==> src/rtl/spart_pkg.sv <==
// Shared SPART constants used by both the receive- and transmit-side buffers.
package spart_pkg;

    localparam int SPART_DATA_W        = 8;
    localparam int SPART_RX_FIFO_DEPTH = 8;

endpackage : spart_pkg

==> src/rtl/spart_fifo_mem.sv <==
// DEPTH x DATA_W register array: synchronous write, read-enabled registered output.
module spart_fifo_mem #(
    parameter int DATA_W = 8,
    parameter int DEPTH  = 8,
    parameter int ADDR_W = $clog2(DEPTH)
) (
    input  logic              clk,
    input  logic              rst_n,
    input  logic              we,
    input  logic [ADDR_W-1:0] waddr,
    input  logic [DATA_W-1:0] wdata,
    input  logic              re,
    input  logic [ADDR_W-1:0] raddr,
    output logic [DATA_W-1:0] rdata
);

    logic [DATA_W-1:0] mem [DEPTH];

    // Storage carries no reset; only the output register has a defined reset value.
    always_ff @(posedge clk) begin
        if (we) begin
            mem[waddr] <= wdata;
        end
    end

    always_ff @(posedge clk or negedge rst_n) begin
        if (!rst_n) begin
            rdata <= '0;
        end else if (re) begin
            rdata <= mem[raddr];
        end
    end

endmodule : spart_fifo_mem

==> src/rtl/spart_rx_fifo.sv <==
// Receive buffer behind the SPART: captures a byte per rda rising edge, acknowledges it,
// and hands bytes to the processor through a pop/valid handshake with sticky overflow.
module spart_rx_fifo
    import spart_pkg::*;
#(
    parameter int DATA_W = SPART_DATA_W,
    parameter int DEPTH  = SPART_RX_FIFO_DEPTH,
    parameter int ADDR_W = $clog2(DEPTH)
) (
    input  logic              clk,
    input  logic              rst_n,
    input  logic              rda,
    input  logic [DATA_W-1:0] rx_data,
    output logic              rda_ack,
    input  logic              pop,
    output logic [DATA_W-1:0] rd_data,
    output logic              rd_valid,
    output logic              empty,
    output logic              full,
    output logic [ADDR_W:0]   count,
    output logic              overflow,
    input  logic              clr_ovf
);

    localparam logic [ADDR_W:0] FULL_CNT = (ADDR_W + 1)'(DEPTH);

    logic              rda_q;
    logic              push;
    logic              push_ok;
    logic              pop_ok;
    logic [ADDR_W-1:0] wr_ptr;
    logic [ADDR_W-1:0] rd_ptr;

    assign empty   = (count == '0);
    assign full    = (count == FULL_CNT);
    assign push    = rda & ~rda_q;
    // A pop on a full FIFO frees the slot being written on the same edge.
    assign push_ok = push & (~full | pop);
    assign pop_ok  = pop & ~empty;

    always_ff @(posedge clk or negedge rst_n) begin
        if (!rst_n) begin
            rda_q    <= 1'b0;
            rda_ack  <= 1'b0;
            rd_valid <= 1'b0;
            wr_ptr   <= '0;
            rd_ptr   <= '0;
            count    <= '0;
            overflow <= 1'b0;
        end else begin
            rda_q    <= rda;
            rda_ack  <= push;
            rd_valid <= pop_ok;
            if (push_ok) begin
                wr_ptr <= wr_ptr + 1'b1;
            end
            if (pop_ok) begin
                rd_ptr <= rd_ptr + 1'b1;
            end
            if (push_ok && !pop_ok) begin
                count <= count + 1'b1;
            end else if (pop_ok && !push_ok) begin
                count <= count - 1'b1;
            end
            // A drop in the same cycle as a clear leaves the flag set.
            if (push && !push_ok) begin
                overflow <= 1'b1;
            end else if (clr_ovf) begin
                overflow <= 1'b0;
            end
        end
    end

    spart_fifo_mem #(
        .DATA_W (DATA_W),
        .DEPTH  (DEPTH),
        .ADDR_W (ADDR_W)
    ) u_mem (
        .clk   (clk),
        .rst_n (rst_n),
        .we    (push_ok),
        .waddr (wr_ptr),
        .wdata (rx_data),
        .re    (pop_ok),
        .raddr (rd_ptr),
        .rdata (rd_data)
    );

endmodule : spart_rx_fifo

==> config.mk <==
export PLATFORM = sky130hd
export DESIGN_NAME = spart_rx_fifo
export DESIGN_NICKNAME = d
export VERILOG_FILES = /design/src/rtl/spart_pkg.sv /design/src/rtl/spart_fifo_mem.sv /design/src/rtl/spart_rx_fifo.sv
export SDC_FILE = /design/constraint.sdc
export NUM_CORES = 1
export LEC_CHECK = 0
export ABC_AREA = 1
export BUFFER_PORTS_ARGS = -buffer_cell sky130_fd_sc_hd__buf_2
export CAP_MARGIN = 30
export CORE_ASPECT_RATIO = 0.9
export CORE_MARGIN = 1
export CORE_UTILIZATION = 45
export CTS_BUF_LIST = sky130_fd_sc_hd__clkbuf_8
export DETAILED_ROUTE_END_ITERATION = 10
export HOLD_SLACK_MARGIN = 0.03
export PLACE_DENSITY = 0.7
export SLEW_MARGIN = 20
export SYNTH_ARGS = -nofsm -noshare
export SYNTH_HDL_FRONTEND = slang
export SYNTH_HIERARCHICAL = 1
export SYNTH_SLANG_ARGS = --single-unit
==> constraint.sdc <==
create_clock -name clk -period 6.34 [get_ports clk]
set_input_delay 1.585 -clock clk [delete_from_list [all_inputs] [get_ports clk]]
set_output_delay 1.585 -clock clk [all_outputs]
set_load 0.005 [all_outputs]
==> run metrics <==
VDD IR max=0.141 mV; clk sinks=86; setup TNS=0 ns; type of the worst min-delay path=register to register; initial antenna violation count=0; most frequent cells in the layout=nand2_1, edfxtp_1, inv_1; setup repair after global routing missed its margin=no; Die H=89.5 µm; GPL Wtd Cong=0.776; Synth Cell Area=approximately 0.0038 mm²; # port buffers=29; register area share after synthesis=64.7%; DIE WIDTH=99.2 µm; Max Clock Freq=334 MHz; Tcrit/Tclk final=47.3%; final std cells w/o fill=507; via count=about 2500; Clock Pin Slew Worst Setup and Hold Paths=0.08 ns; initial drt markers=261; YS warnings=6; post-route antenna net violation count=0; final worst slack=3.34 ns; Worst slew margin=a little over half; wire per inst=15.1 µm; Leak Pwr=1.95 nW; Worst Setup End Kind=register; Hold Crit Start=rda_q$_DFF_PN0_; Final setup viols=0; status=finished, final reports clean; Critical Path Source Type=input pin; CP Launch Point=pop; routed vias/inst=4.91; post-cts sizing count=0; sum of routed wire length over all layers=about 7600 µm; cell count after synthesis=~370; flops & latches, synth=86; all-layer global routing usage=between 10% and 20%; CP Class=input pin to register; reg2reg start=count[1]$_DFFE_PN0P_; most common cell after layout, fill and taps aside=nand2_1; layout cell share with drive strength beyond 1=13.5%; internal power=1.11 mW; worst skew pair latency=0.35 ns; fin crit period=3.00 ns; combinational power share=a little under a third; Die Footprint=0.00887 mm²; initial core utilization=46.9%; maximum root-to-sink buffer count=2; DRT Pass-1 Iters=4; CTS buffer count=9; Psw=0.632 mW; FP Rows=31; Root Buffer=clkbuf_8; # Post-CTS Setup Buffers=0; Synth-to-Final Area Change=10.0%; clock power share=around a quarter; CTS tree=built; WP data required=6.58 ns; DRC violations left=0; nets=around 420; Core ar.=0.00815 mm²; worst-margin pin slew=0.713 ns; Final Hold Fails=0; total grt overflow=0; Max Slew Vio Count=0; Synth cell types=27; vias in the first global route=2363; syn avg cell area=10.2 µm²; Worst Skew=~0.013 ns; DP HPWL=5060 µm; number of antenna diodes=0; Syn Nets=393; first-pass GRT wire length=12200 µm; Sw Ratio=36.3%; H-tree levels=3; largest net degree at the start of global routing=36; Power Dens Cells=between 400 and 500 mW/mm²; Ports=30; # hold bufs at CTS=0; dpl ws=roughly 3.0 ns; Max Cap Violations=0; Cells after DPL=491; Worst Path Max Fanout=5; sequential cell fraction of total power=44.7%; crit path DAT=3.23 ns
-- per-layer routing --
layer  vias to the layer above  track usage (%)  wire length (µm)
met1                      1153             25.9              3440
li1                       1244                -                 -
met4                         0             8.02               122
met2                        82             31.4              3530
met3                        10             2.97               550
met5                         -                0                 0
-- state kept, by name (all words and copies together) (netlist names) --
| signal | cells |
|---|---|
| overflow | 1 |
| rda_q | 1 |
| wr_ptr | 3 |
| rd_valid | 1 |
| rd_ptr | 3 |
| count | 4 |
| u_mem/rdata | 8 |
| u_mem/mem | 64 |
| rda_ack | 1 |
-- worst max-delay path, cell delays in order --
cell	delay [ns]
buf_2	0.12
inv_1	0.09
nand4_4	0.13
nand2_2	0.11
inv_1	0.07
ha_1	0.21
inv_1	0.13
ha_1	0.27
or2_2	0.30
nand2_1	0.07
nand2_1	0.05
nand3_1	0.06
nand2_1	0.05
-- worst paths after layout --
check / end / slack, ns / cells past startpoint
setup / recovery: count[3]$_DFFE_PN0P_ / 3.34 / 13
hold / removal: rda_ack$_DFF_PN0_ / 0.45 / 1
hold reg to reg: rda_ack$_DFF_PN0_ / 0.45 / 1
max in group asynchronous: rd_valid$_DFF_PN0_ / 4.76 / 1
min in group asynchronous: u_mem/rdata[6]$_DFFE_PN0P_ / 1.21 / 1
setup reg to reg: count[3]$_DFFE_PN0P_ / 4.14 / 12
-- synth_stat cells --
cell,number,area [µm²]
buf_4,3,22.5
edfxtp_1,64,1920
nand3b_1,1,7.51
nor2_4,1,11.3
nor2_1,9,33.8
xnor2_1,4,35.0
o21ai_1,1,5.00
dfrtp_1,22,551
xor2_1,1,8.76
buf_2,3,15.0
nand2_2,1,6.26
nand3_2,1,10.0
or2_2,1,6.26
nand4_4,1,21.3
buf_6,6,67.6
nand2_1,125,469
o21ai_0,1,5.00
nand2_4,1,11.3
nand3_1,52,260
inv_4,1,6.26
nor4_1,1,6.26
nor2_2,1,6.26
fa_1,1,20.0
inv_2,3,11.3
o22ai_1,1,6.26
ha_1,5,62.6
inv_1,63,236
-- per-stage QoR --
step,hold WS (ns),area (µm²),util [%],power (mW)
2_1_floorplan,0.427,3820,-,1.21
4_1_cts,0.455,4210,51.7,1.75
6_report,0.451,4210,51.7,1.74
5_1_grt,0.481,4210,51.7,1.86
3_3_place_gp,0.439,4000,49.0,1.33
3_5_place_dp,0.443,4000,49.0,1.35
-- layout make-up --
| cell class | count | area, µm² |
|---|---|---|
| multi-input cells | 209 | 992 |
| clock inverters | 7 | 88.8 |
| fillers | 732 | 3940 |
| flip-flops and latches | 86 | 2470 |
| repair buffers | 30 | 153 |
| inverters | 67 | 254 |
| clock buffers | 9 | 124 |
| well taps | 99 | 124 |
-- power groups by stage --
stage,sequential [mW],combinational (mW),clock [mW]
after global placement,0.787,0.540,0
final,0.778,0.556,0.408
after floorplan,0.764,0.447,0
after CTS,0.779,0.558,0.414
after global routing,0.792,0.634,0.439
after detailed placement,0.791,0.557,0
-- cell families after synthesis --
| group | count (synthesis) | synth area share, % |
|---|---|---|
| buffers and inverters | 79 | 9.39 |
| AND/OR/NAND/NOR | 195 | 22.2 |
| adder cells (fa/ha/maj) | 6 | 2.16 |
| AO/OA/AOI/OAI | 3 | 0.425 |
| XOR/XNOR | 5 | 1.15 |
| flip-flops | 86 | 64.7 |
Note: power is estimated with default switching activity, not from simulation.
